`config.mk`:
```
export PLATFORM = sky130hd
export DESIGN_NAME = marco_initiator
export DESIGN_NICKNAME = d
export VERILOG_FILES = /design/src/rtl/marco_initiator.sv
export SDC_FILE = /design/constraint.sdc
export NUM_CORES = 1
export LEC_CHECK = 0
export BUFFER_PORTS_ARGS = -buffer_cell sky130_fd_sc_hd__buf_2
export CAP_MARGIN = 20
export CORE_AREA = 2 2 78 80
export CTS_CLUSTER_DIAMETER = 120
export DETAILED_ROUTE_END_ITERATION = 8
export DIE_AREA = 0 0 80 82
export PLACE_DENSITY = 0.8
export SLEW_MARGIN = 20
export SYNTH_ARGS = -nofsm -noshare
export SYNTH_HDL_FRONTEND = slang
export SYNTH_SLANG_ARGS = --single-unit
export TNS_END_PERCENT = 10
```
`constraint.sdc`:
```
create_clock -name clk -period 2.76 [get_ports clk]
set_input_delay 0.414 -clock clk [delete_from_list [all_inputs] [get_ports clk]]
set_output_delay 0.414 -clock clk [all_outputs]
set_load 0.03 [all_outputs]
```
`src/rtl/marco_initiator.sv`:
```
// Initiator side of the MARCO/POLO serial exchange: sends "MARCO\r\n" through a
// byte transmitter, then waits for "POLO" on the receive stream within a timeout.
module marco_initiator #(
  parameter int unsigned TIMEOUT_CYCLES = 50000000,
  parameter int unsigned TIMER_W        = 26
) (
  input  logic       clk,
  input  logic       rst_n,
  input  logic       start,
  input  logic       tx_busy,
  output logic [7:0] tx_data,
  output logic       tx_start,
  input  logic [7:0] rx_data,
  input  logic       rx_valid,
  output logic       busy,
  output logic       got_polo,
  output logic       timeout,
  output logic [7:0] pass_count,
  output logic [7:0] fail_count
);

  localparam logic [1:0] IDLE      = 2'd0;
  localparam logic [1:0] WAIT_ACK  = 2'd1;
  localparam logic [1:0] WAIT_DONE = 2'd2;
  localparam logic [1:0] LISTEN    = 2'd3;

  localparam logic [2:0] LAST_BYTE  = 3'd6;
  localparam logic [1:0] LAST_MATCH = 2'd3;
  localparam logic [7:0] RESYNC_P   = 8'h50;
  // Timeout fires on the edge where the timer would reach TIMEOUT_CYCLES-1.
  localparam int unsigned LAST_TICK = TIMEOUT_CYCLES - 2;

  function automatic logic [7:0] msg_byte(input logic [2:0] idx);
    case (idx)
      3'd0:    msg_byte = 8'h4D;
      3'd1:    msg_byte = 8'h41;
      3'd2:    msg_byte = 8'h52;
      3'd3:    msg_byte = 8'h43;
      3'd4:    msg_byte = 8'h4F;
      3'd5:    msg_byte = 8'h0D;
      default: msg_byte = 8'h0A;
    endcase
  endfunction

  function automatic logic [7:0] polo_byte(input logic [1:0] idx);
    case (idx)
      2'd0:    polo_byte = 8'h50;
      2'd1:    polo_byte = 8'h4F;
      2'd2:    polo_byte = 8'h4C;
      default: polo_byte = 8'h4F;
    endcase
  endfunction

  logic [1:0]         state_q, state_d;
  logic [2:0]         byte_idx_q, byte_idx_d;
  logic [1:0]         match_idx_q, match_idx_d;
  logic [TIMER_W-1:0] timer_q, timer_d;
  logic [7:0]         tx_data_d;
  logic               tx_start_d;
  logic               busy_d;
  logic               got_polo_d;
  logic               timeout_d;
  logic [7:0]         pass_count_d;
  logic [7:0]         fail_count_d;
  logic               reply_hit;

  // State and registered outputs
  always_ff @(posedge clk or negedge rst_n) begin
    if (!rst_n) begin
      state_q     <= IDLE;
      byte_idx_q  <= 3'd0;
      match_idx_q <= 2'd0;
      timer_q     <= '0;
      tx_data     <= 8'h00;
      tx_start    <= 1'b0;
      busy        <= 1'b0;
      got_polo    <= 1'b0;
      timeout     <= 1'b0;
      pass_count  <= 8'h00;
      fail_count  <= 8'h00;
    end else begin
      state_q     <= state_d;
      byte_idx_q  <= byte_idx_d;
      match_idx_q <= match_idx_d;
      timer_q     <= timer_d;
      tx_data     <= tx_data_d;
      tx_start    <= tx_start_d;
      busy        <= busy_d;
      got_polo    <= got_polo_d;
      timeout     <= timeout_d;
      pass_count  <= pass_count_d;
      fail_count  <= fail_count_d;
    end
  end

  // Next-state and output logic
  always_comb begin
    state_d      = state_q;
    byte_idx_d   = byte_idx_q;
    match_idx_d  = match_idx_q;
    timer_d      = timer_q;
    tx_data_d    = tx_data;
    tx_start_d   = 1'b0;
    got_polo_d   = 1'b0;
    timeout_d    = 1'b0;
    pass_count_d = pass_count;
    fail_count_d = fail_count;
    reply_hit    = 1'b0;

    case (state_q)
      IDLE: begin
        if (start) begin
          tx_data_d  = msg_byte(3'd0);
          tx_start_d = 1'b1;
          byte_idx_d = 3'd0;
          state_d    = WAIT_ACK;
        end
      end

      WAIT_ACK: begin
        if (tx_busy) begin
          state_d = WAIT_DONE;
        end
      end

      WAIT_DONE: begin
        if (!tx_busy) begin
          if (byte_idx_q != LAST_BYTE) begin
            byte_idx_d = byte_idx_q + 3'd1;
            tx_data_d  = msg_byte(byte_idx_q + 3'd1);
            tx_start_d = 1'b1;
            state_d    = WAIT_ACK;
          end else begin
            timer_d     = '0;
            match_idx_d = 2'd0;
            state_d     = LISTEN;
          end
        end
      end

      LISTEN: begin
        timer_d = timer_q + TIMER_W'(1);
        // A stray 'P' restarts the match at index 1 so "PPOLO" still passes.
        if (rx_valid) begin
          if (rx_data == polo_byte(match_idx_q)) begin
            if (match_idx_q == LAST_MATCH) begin
              reply_hit = 1'b1;
            end else begin
              match_idx_d = match_idx_q + 2'd1;
            end
          end else if (rx_data == RESYNC_P) begin
            match_idx_d = 2'd1;
          end else begin
            match_idx_d = 2'd0;
          end
        end

        // A completed reply takes priority over a coincident timer expiry.
        if (reply_hit) begin
          got_polo_d   = 1'b1;
          pass_count_d = (pass_count == 8'hFF) ? pass_count : pass_count + 8'd1;
          match_idx_d  = 2'd0;
          state_d      = IDLE;
        end else if (timer_q == TIMER_W'(LAST_TICK)) begin
          timeout_d    = 1'b1;
          fail_count_d = (fail_count == 8'hFF) ? fail_count : fail_count + 8'd1;
          match_idx_d  = 2'd0;
          state_d      = IDLE;
        end
      end

      default: begin
        state_d = IDLE;
      end
    endcase

    busy_d = (state_d != IDLE);
  end

endmodule

```
# Word level (Yosys, flattened, before mapping)
# Index checks and enable logic that the tools add are counted.
[word_totals]
register_bits = 61
output_inout_bits = 28
[classes]
n_addsub = 5
eq_ne = 22
mux = 44
n_bitwise = 3
n_reduce_logical = 11
[op_table]
columns = ["op", "count"]
rows = [
  ["two-way mux 26 bit", 2],
  ["case mux 26 bit (2 select lines)", 1],
  ["case mux 7 bit (6 select lines)", 1],
  ["two-way mux 8 bit", 5],
  ["adder 26 x 1 -> 26 bit, second input constant", 1],
  ["equality test 26 bit, second input constant", 1],
  ["two-way mux 2 bit", 13],
  ["adder 8 x 1 -> 8 bit, second input constant", 2],
  ["equality test 8 bit, second input constant", 2],
  ["case mux 8 bit (2 select lines)", 1],
  ["two-way mux 1 bit", 13],
  ["case mux 5 bit (2 select lines)", 1],
  ["two-way mux 3 bit", 3],
  ["equality test 2 bit, second input constant", 4],
  ["equality test 8 x 7 -> 1 bit, second input constant", 1],
  ["equality test 8 bit", 1],
  ["!= test 2 bit, second input constant", 4],
  ["case mux 2 bit (4 select lines)", 1],
  ["AND reduction 4 bit", 2],
  ["equality test 3 x 2 -> 1 bit, second input constant", 2],
  ["equality test 3 bit, second input constant", 2],
  ["case mux 3 bit (2 select lines)", 1],
  ["AND reduction 3 bit", 2],
  ["nonzero test 2 bit", 3],
  ["13 further kinds", 16],
]

# Logic depth before layout (Yosys ltp)
# Gate-level depths: netlist (run 1).
[depth]
depth_word = 11
depth_mapped = 9

# Worst setup path before layout (run 1)
# No wires, ideal clock.
[synth_path]
path_type = "reg-to-reg"
startpoint = "register timer_q[0]"
endpoint = "register fail_count[1]"
setup_time_ns = 0.125
arrival_ns = 2.222
required_time_ns = 2.635
path_slack_ns = 0.413
path_stages_with_launch = 8
n_path_buf = 0
period_less_slack_ns = 2.347
cell_sequence = "dfrtp_1 -> inv_1 -> ha_1 -> and4bb_2 -> nand3_1 -> or4_4 -> nor4_4 -> mux2_2"
[synth_between]
elab_chain_cells = 2
[synth_lines]
columns = ["item", "line", "source"]
rows = [
  ["from (decl)", "57", "logic [TIMER_W-1:0] timer_q, timer_d;"],
  ["from (signal assigned)", "85", "timer_q <= timer_d;"],
  ["equality test 26 bit", "164", "end else if (timer_q == TIMER_W'(LAST_TICK)) begin"],
  ["AND reduction 4 bit (no source line)", "n/a", ""],
  ["to (signal assigned)", "92", "fail_count <= fail_count_d;"],
  ["to (decl)", "19", "output logic [7:0] fail_count"],
]
# Every way passes these cells.
# A chain may end at the register's enable or synchronous reset.

# Final worst setup path (run 1)
# Ends and elaborated chain as after synthesis.

==> results of run 1 <==
## through the flow
stage	power, mW	hold WS (ns)	cells
final	2.65	-0.00790	438
after global routing	2.82	0.0165	438
after CTS	2.66	0.251	437
after detailed placement	1.86	0.472	421
after global placement	1.82	0.468	421
after floorplan	1.67	0.118	311
## registers in the layout, summed over array words and instances (netlist names)
name	count
busy	1
byte_idx_q	3
fail_count	8
got_polo	1
match_idx_q	2
pass_count	8
state_q	2
timeout	1
timer_q	26
tx_data	6
tx_start	1
## worst max-delay path: stages (launching register included)
cell and delay (ns):
dfrtp_1 0.43, inv_1 0.08, ha_1 0.13, and4bb_2 0.21, nand3_1 0.07, or4_4 0.59
nor4_4 0.48, mux2_2 0.39
## worst paths after layout
path	startpoint	slack, ns	end
worst max-delay path	timer_q[0]$_DFFE_PN0P_	0.27	fail_count[1]$_DFFE_PN0P_
worst min-delay path	rst_n	-0.008	pass_count[7]$_DFFE_PN0P_
worst max register to register	timer_q[0]$_DFFE_PN0P_	0.27	fail_count[1]$_DFFE_PN0P_
worst min register to register	tx_data[1]$_DFFE_PN0P_	0.49	tx_data[1]$_DFFE_PN0P_
max in group asynchronous	rst_n	2.12	timer_q[19]$_DFFE_PN0P_
min in group clk	start	0.38	state_q[0]$_DFF_PN0_
## report_power, final
part           leakage, nW  internal [mW]  switching [mW]  total, mW
logic                0.804          0.255           0.450      0.705
registers            0.769           1.00           0.155       1.16
clock network       0.0926          0.440           0.347      0.787
## per-layer routing
layer	GRT usage [%]	vias up	wire (µm)
li1	-	1173	-
met1	27.5	1157	2830
met2	34.8	46	2960
met3	5.05	13	224
met4	11.9	0	145
met5	0	-	0
## cells by family after synthesis
| kind of cell | Yosys count | synth area share, % |
|---|---|---|
| and+or+nand+nor | 142 | 24.0 |
| xor gates and xnor gates | 35 | 10.0 |
| muxes | 2 | 0.696 |
| DFF | 59 | 48.3 |
| adders and majority gates | 14 | 5.65 |
| other | 1 | 0.123 |
| buffers and inverters | 18 | 2.78 |
| AOI/OAI and AO/OA | 39 | 8.43 |
## placed cells by master (no fill, tap or decap), types with 2 or more instances in the layout
master,count
dfrtp_1,59
nor2_1,44
buf_2,38
nand2_1,28
xor2_1,21
nand3_1,18
xnor2_1,14
ha_1,13
nand4_1,11
o21ai_0,11
inv_1,10
a21oi_1,10
nor3_1,10
clkbuf_8,10
and3_1,4
buf_4,4
and3_2,3
and2_1,3
or3_1,3
o21a_1,2
nor4b_1,2
or2_2,2
nor4bb_1,2
and4_1,2
o41ai_1,2
a21o_1,2
conb_1,2
clkbuf_1,2
clkinvlp_4,2
## area by class of cell
cell class / instances / area share (%)
Clock inverter: 4 / 1.41
Tap cell: 75 / 2.65
Sequential cell: 59 / 41.6
Inverter: 11 / 1.16
Clock buffer: 12 / 4.09
Multi-Input combinational cell: 234 / 42.3
Timing Repair Buffer: 43 / 6.77
==> impl_metrics.yaml, run 1 <==
timing:
  finalCritPeriodShare_pct: 90.3
  max_freq_mhz: 401
  fin_tns_setup_ns: 0
  finalHoldViolCount: 13
  finClkSkew_ns: 0.00657
  timing.final.ws_setup_ns: 0.269
  post-route-min-period_ns: 2.49
  setup_viol: 0
  drv_slew: 0
  relSlewSlack_pct: 63.4
  worstMarginPinSlew_ns: 0.544
  timing.hold.ws_ns: -0.00790
  rsz0062_at_grt: "false"
layout:
  syn_to_final_growth_pct: 16.0
  antennaDiodeCount: 0
  post_route_cells_drive_above_1_share_pct: 19.3
  seq_area_um2: 1480
  fin_nets: 384
  postLayoutCoreUtil_pct: 61.7
  final_cell_area_um2: 3550
  fillers: 473
  multi_input_area_um2: 1500
drt:
  dr.pass1.iters: 4
  drt_wl_total_um: 6160
  ant_nets: 0
  via_count: 2389
  drt_iter0_markers: 161
  drt-wirelength-per-cell_um: 14.1
  drc: 0
  vias_per_cell: 5.45
synth:
  ys_seq_area_share_pct: 48.3
  ys_types: 53
  yosys-top-cells-count: "dfrtp_1, nor2_1, nand2_1"
  synth_top_cell_by_area: "dfrtp_1"
  synth_edf_count: 0
  syn_avg_cell_area_um2: 9.86
  yosysWarnings: 0
  ys_seq_elements: 59
  synth_area_leaders: "dfrtp_1, xor2_1, nor2_1"
  synth_area_um2: 3060
  syn_inst: 310
  synth.most_common_cell: "dfrtp_1"
  ys.flop_type: "dfrtp_1"
  synth_top_area_share_pct: 48.3
  async_reset_ff_share_pct: 100
clock_network:
  cts_sinks: 59
  path_clk_slew_ns: 0.07
  tritoncts: "done"
  htreeDepth: 3
  hold_buffers: 0
  numCtsBuffers: 9
  cts_resized: 0
  cts_buffer_depth: 2
  cts_root_buf: "clkbuf_8"
  post_cts_buffers: 0
  clk_latency_ns: 0.34
grt:
  grt.overflow.total: 0
  grt_usage_pct: 21.8
  grt_max_degree: 44
  antenna_found_initial: 0
  grt_pass1_wl_um: 11000
  grt_pass1_vias: 2386
placed_design:
  place_ws_ns: 0.272
  placed_cell_area_um2: 3330
  dp_hpwl_um: 4330
  globalplace.congestion: 0.835
  io_buffer_count: 38
die:
  io_pins: 41
  fp.dieW_um: 80
  dieArea_um2: 6560
  initial_core_util_pct: 53.2
  die_h_um: 82
  num_rows: 28
  coreArea_um2: 5750
job:
  drv_cap: 0
power:
  leakage_nw: 1.67
  peakVddDrop_uv: 534
  power.density_nw_per_um2: 747
setup_path:
  rr_worst_depth: 7
  arrival_ns: 2.72
  critPathRequiredTime_ns: 2.99
  cp_max_fo: 7
  critPathKind: "flip-flop to flip-flop"
  cp-end-kind: "flip-flop"
  crit_path_start_kind: "flip-flop"
outcome:
  violations: "negative hold slack"
  status: "finished with violations"
hold_path:
  min_path_type: "input pin to async pin"
Note: power is estimated with default switching activity, not from simulation.
==> run 2, diff against run 1 <==
Settings changed: RECOVER_POWER set to 50.
==> impl_metrics.yaml, run 2 (same netlist as run 1, synthesis figures left out) <==
power:
  leakage_nw: 1.61
  power.density_nw_per_um2: 752
  peakVddDrop_uv: 536
  p_total_mw: 2.64
clock_network:
  path_clk_slew_ns: 0.07
  cts_resized: 0
  hold_buffers: 0
  cts_sinks: 59
  cts_root_buf: "clkbuf_8"
  numCtsBuffers: 9
  htreeDepth: 3
  post_cts_buffers: 0
  tritoncts: "done"
  cts_buffer_depth: 2
  clk_latency_ns: 0.34
layout:
  top_register: "timer_q"
  fillers: 486
  post_route_cells_drive_above_1_share_pct: 14.6
  most-common-layout-cells: "dfrtp_1, nor2_1, nand2_1, buf_2, xor2_1"
  reg.largest.list: "timer_q x26, fail_count x8, pass_count x8"
  fin_nets: 384
  antennaDiodeCount: 0
  layout_commonest_cell: "dfrtp_1"
  syn_to_final_growth_pct: 14.7
  largest_reg_flops: 26
timing:
  setup_viol: 0
  post-route-min-period_ns: 2.49
  finClkSkew_ns: 0.00851
  worstMarginPinSlew_ns: 1.42
  finalHoldViolCount: 0
  max_freq_mhz: 401
  relSlewSlack_pct: 5.17
  rsz0062_at_grt: "false"
  finalCritPeriodShare_pct: 90.4
  fin_tns_setup_ns: 0
  drv_slew: 0
placed_design:
  globalplace.congestion: 0.835
  dp_hpwl_um: 4330
  io_buffer_count: 38
hold_path:
  min_path_type: "input pin to async pin"
drt:
  drt_iter0_markers: 155
  drc: 0
  drt_wl_total_um: 6160
  dr.pass1.iters: 5
  vias_per_cell: 5.48
  drt-wirelength-per-cell_um: 14.1
  via_count: 2402
  ant_nets: 0
job:
  drv_cap: 0
grt:
  grt_pass1_wl_um: 11000
  grt_pass1_vias: 2386
  grt_max_degree: 44
  grt.overflow.total: 0
  antenna_found_initial: 0
  grt_usage_pct: 21.8
die:
  coreArea_um2: 5750
  num_rows: 28
  fp.dieW_um: 80
  dieArea_um2: 6560
  die_h_um: 82
  initial_core_util_pct: 53.2
  io_pins: 41
setup_path:
  critPathRequiredTime_ns: 2.99
  rr_worst_depth: 7
  critPathKind: "flip-flop to flip-flop"
  cp_max_fo: 7
  cp-end-kind: "flip-flop"
  crit_path_start_kind: "flip-flop"
  arrival_ns: 2.72
outcome:
  status: "finished, final reports clean"
run 2: changes by cell type in the layout (fill, tap and decap cells not counted):
cell      before  now
buf_12         1    0
buf_4          4    2
buf_2         38   24
clkbuf_1       2   19
run 2: final cells by class:
type / count / area [µm²] / share of cell area [%]
Sequential cell: 59 / 1480 / 42.1
Clock inverter: 4 / 50.0 / 1.43
Timing Repair Buffer: 43 / 199 / 5.68
Multi-Input combinational cell: 234 / 1500 / 42.8
Inverter: 11 / 41.3 / 1.18
Clock buffer: 12 / 145 / 4.14
Tap cell: 75 / 93.8 / 2.68
run 2: path summary, 6_finish.rpt:
kind	slack, ns	from	to
worst max-delay path	0.27	timer_q[0]$_DFFE_PN0P_	fail_count[1]$_DFFE_PN0P_
worst min register to register	0.49	tx_data[1]$_DFFE_PN0P_	tx_data[1]$_DFFE_PN0P_
worst max register to register	0.27	timer_q[0]$_DFFE_PN0P_	fail_count[1]$_DFFE_PN0P_
worst min-delay path	0.16	rst_n	pass_count[7]$_DFFE_PN0P_
max in group asynchronous	0.70	rst_n	timer_q[19]$_DFFE_PN0P_
min in group clk	0.38	start	state_q[0]$_DFF_PN0_
run 2: critical path, stage by stage, from the launching register on:
cell and delay [ns]:
dfrtp_1 0.43, inv_1 0.08, ha_1 0.13, and4bb_2 0.21, nand3_1 0.07, or4_4 0.59, nor4_4 0.48, mux2_2 0.39
run 2: routing by layer:
metal	global-route usage, %	part of all wire, %	up-vias
met5	0	0	-
met4	11.9	2.3	0
met3	5.05	3.8	12
met2	34.8	48	52
met1	27.5	46	1164
li1	-	-	1174
run 2: power breakdown:
part	switching, mW	internal (mW)	total (mW)
clock network	0.349	0.441	0.790
registers	0.157	1.00	1.16
logic	0.449	0.237	0.686
run 2: stage by stage:
| step | area [µm²] | hold WS [ns] | std cells | util, % | worst slack, ns |
|---|---|---|---|---|---|
| after CTS | 3530 | 0.251 | 437 | 61.4 | 0.254 |
| after global placement | 3330 | 0.468 | 421 | 58.0 | 0.327 |
| after detailed placement | 3330 | 0.472 | 421 | 58.0 | 0.272 |
| final | 3500 | 0.162 | 438 | 61.0 | 0.266 |
| after floorplan | 3060 | 0.118 | 311 | - | 0.413 |
| after global routing | 3500 | 0.252 | 438 | 61.0 | 0.0853 |
==> run 3, diff against run 2 <==
Settings changed: ABC_AREA set to 1, CORE_AREA 2 2 78 80 to 2 2 86 88, DIE_AREA 0 0 80 82 to 0 0 88 90, PLACE_DENSITY 0.8 to 0.79.
==> impl_metrics.yaml, run 3 <==
layout:
  fin_nets: 603
  layout_commonest_cell: "nand2_1"
  top_register: "timer_q"
  post_route_cells_drive_above_1_share_pct: 9.97
  antennaDiodeCount: 0
  most-common-layout-cells: "nand2_1, nor2_1, inv_1, dfrtp_1, nand3_1"
  syn_to_final_growth_pct: 12.3
  reg.largest.list: "timer_q x26, fail_count x8, pass_count x8"
  largest_reg_flops: 26
  fillers: 635
synth:
  ys_seq_elements: 59
  ys_seq_area_share_pct: 39.2
  synth_top_family_by_area: "simple AND/OR/NAND/NOR gates"
  synth.most_common_cell: "nand2_1"
  muxShareOfSynthArea_pct: 0
  synth_top_cell_by_area: "dfrtp_1"
  syn_inst: 533
  synth_area_leaders: "dfrtp_1, nand2_1, nor2_1"
  synth_edf_count: 0
  yosys.area_share.xor_xnor_pct: 4.41
  synth_area_um2: 3770
  synthAdderAreaFrac_pct: 4.31
  yosysWarnings: 0
  synth_compound_area_share_pct: 6.34
  ys_types: 32
  yosys-top-cells-count: "nand2_1, nor2_1, inv_1"
  ys.flop_type: "dfrtp_1"
  synthSimpleGateAreaFrac_pct: 38.4
  syn_avg_cell_area_um2: 7.08
  synth_top_area_share_pct: 39.2
  async_reset_ff_share_pct: 100
clock_network:
  clk_latency_ns: 0.35
  cts_root_buf: "clkbuf_8"
  path_clk_slew_ns: 0.08
  cts_sinks: 59
  hold_buffers: 0
  tritoncts: "done"
  post_cts_buffers: 0
  cts_resized: 0
  cts_buffer_depth: 2
  htreeDepth: 3
  numCtsBuffers: 9
timing:
  drv_slew: 0
  finalHoldViolCount: 0
  finalCritPeriodShare_pct: 73.4
  fin_tns_setup_ns: 0
  relSlewSlack_pct: 5.70
  max_freq_mhz: 494
  worstMarginPinSlew_ns: 1.41
  setup_viol: 0
  finClkSkew_ns: 0.0110
  rsz0062_at_grt: "false"
  post-route-min-period_ns: 2.02
grt:
  grt_usage_pct: 24.8
  grt_pass1_wl_um: 15700
  antenna_found_initial: 0
  grt_max_degree: 34
  grt.overflow.total: 0
  grt_pass1_vias: 3451
drt:
  ant_nets: 0
  drc: 0
  dr.pass1.iters: 5
  vias_per_cell: 5.28
  drt-wirelength-per-cell_um: 13.4
  drt_iter0_markers: 252
  drt_wl_total_um: 9130
  via_count: 3594
die:
  io_pins: 41
  initial_core_util_pct: 53.7
  die_h_um: 90
  dieArea_um2: 7920
  fp.dieW_um: 88
  coreArea_um2: 7020
  num_rows: 31
placed_design:
  dp_hpwl_um: 6640
  globalplace.congestion: 1.01
  io_buffer_count: 38
hold_path:
  min_path_type: "input pin to flip-flop"
setup_path:
  cp_max_fo: 8
  critPathRequiredTime_ns: 2.99
  crit_path_start_kind: "flip-flop"
  cp-end-kind: "flip-flop"
  arrival_ns: 2.26
  critPathKind: "flip-flop to flip-flop"
  r2r_slack_ns: 0.74
power:
  leakage_nw: 2.05
  p_total_mw: 3.43
  peakVddDrop_uv: 565
  power.density_nw_per_um2: 810
job:
  drv_cap: 0
outcome:
  status: "finished, final reports clean"
[run 3: cell types whose count changed after synthesis, sizes merged, moves of 3 or more]
cell / previous run / this run
a21oi: 10 / 7
and3: 7 / 0
inv: 10 / 64
xor2: 21 / 13
or3: 3 / 0
o21ai: 11 / 25
nand3: 19 / 40
and2: 3 / 0
xnor2: 14 / 6
nor2: 44 / 75
nand4: 11 / 31
nand2: 28 / 169
o22ai: 1 / 7
[run 3: report_power, final]
part / switching [mW] / internal (mW)
sequential: 0.286 / 1.13
combinational: 0.841 / 0.368
clock: 0.364 / 0.441
total: 1.49 / 1.94
[run 3: metal layers]
layer / vias to the layer above / GRT usage (%) / wire, µm / part of all wire (%)
met1: 1670 / 33.6 / 4240 / 46
met2: 98 / 40.2 / 4360 / 48
met4: 0 / 8.46 / 150 / 1.6
met3: 13 / 3.76 / 386 / 4.2
li1: 1813 / - / - / -
met5: - / 0 / 0 / 0
[run 3: area by class of cell]
type / instances / area, µm² / area share, %
Timing Repair Buffer: 39 / 178 / 4.19
Multi-Input combinational cell: 404 / 2020 / 47.7
Clock inverter: 4 / 50.0 / 1.18
Sequential cell: 59 / 1480 / 34.9
Clock buffer: 12 / 145 / 3.43
Tap cell: 99 / 124 / 2.92
Inverter: 64 / 240 / 5.67
[run 3: critical path: stages, from the launching register on]
cell and delay [ns]:
dfrtp_1 0.42, inv_1 0.09, ha_1 0.26, inv_2 0.09, nand2_1 0.06, nand2_1 0.04, nor2_1 0.17, nand4_1 0.18
nor2_2 0.33, nand2_1 0.13, nand2_1 0.09, nand2_1 0.05
[run 3: cell families after synthesis]
group           Yosys count
simple gates            328
buf+inv                  71
flops                    59
compound gates           42
xor+xnor                 19
fa+ha+maj                13
other cells               1
[run 3: path summary, 6_finish.rpt]
check / startpoint / endpoint / depth (start not counted)
min reg2reg: tx_data[6]$_DFFE_PN0P_ / tx_data[6]$_DFFE_PN0P_ / 1
max: match_idx_q[0]$_DFFE_PN0P_ / pass_count[0]$_DFFE_PN0P_ / 11
max reg2reg: match_idx_q[0]$_DFFE_PN0P_ / pass_count[0]$_DFFE_PN0P_ / 11
min in group asynchronous: rst_n / fail_count[2]$_DFFE_PN0P_ / 1
max in group asynchronous: rst_n / timer_q[15]$_DFFE_PN0P_ / 2
min: start / state_q[0]$_DFF_PN0_ / 3
[run 3: per-stage QoR]
| stage | instances | area [µm²] | util (%) | hold WS, ns | setup slack, ns |
|---|---|---|---|---|---|
| 2_1_floorplan | 534 | 3770 | - | 0.118 | 1.09 |
| 3_3_place_gp | 665 | 4070 | 58.0 | 0.460 | 0.780 |
| 3_5_place_dp | 665 | 4070 | 58.0 | 0.473 | 0.758 |
| 4_1_cts | 681 | 4270 | 60.8 | 0.107 | 0.729 |
| 5_1_grt | 681 | 4240 | 60.3 | 0.351 | 0.308 |
| 6_report | 681 | 4240 | 60.3 | 0.347 | 0.735 |
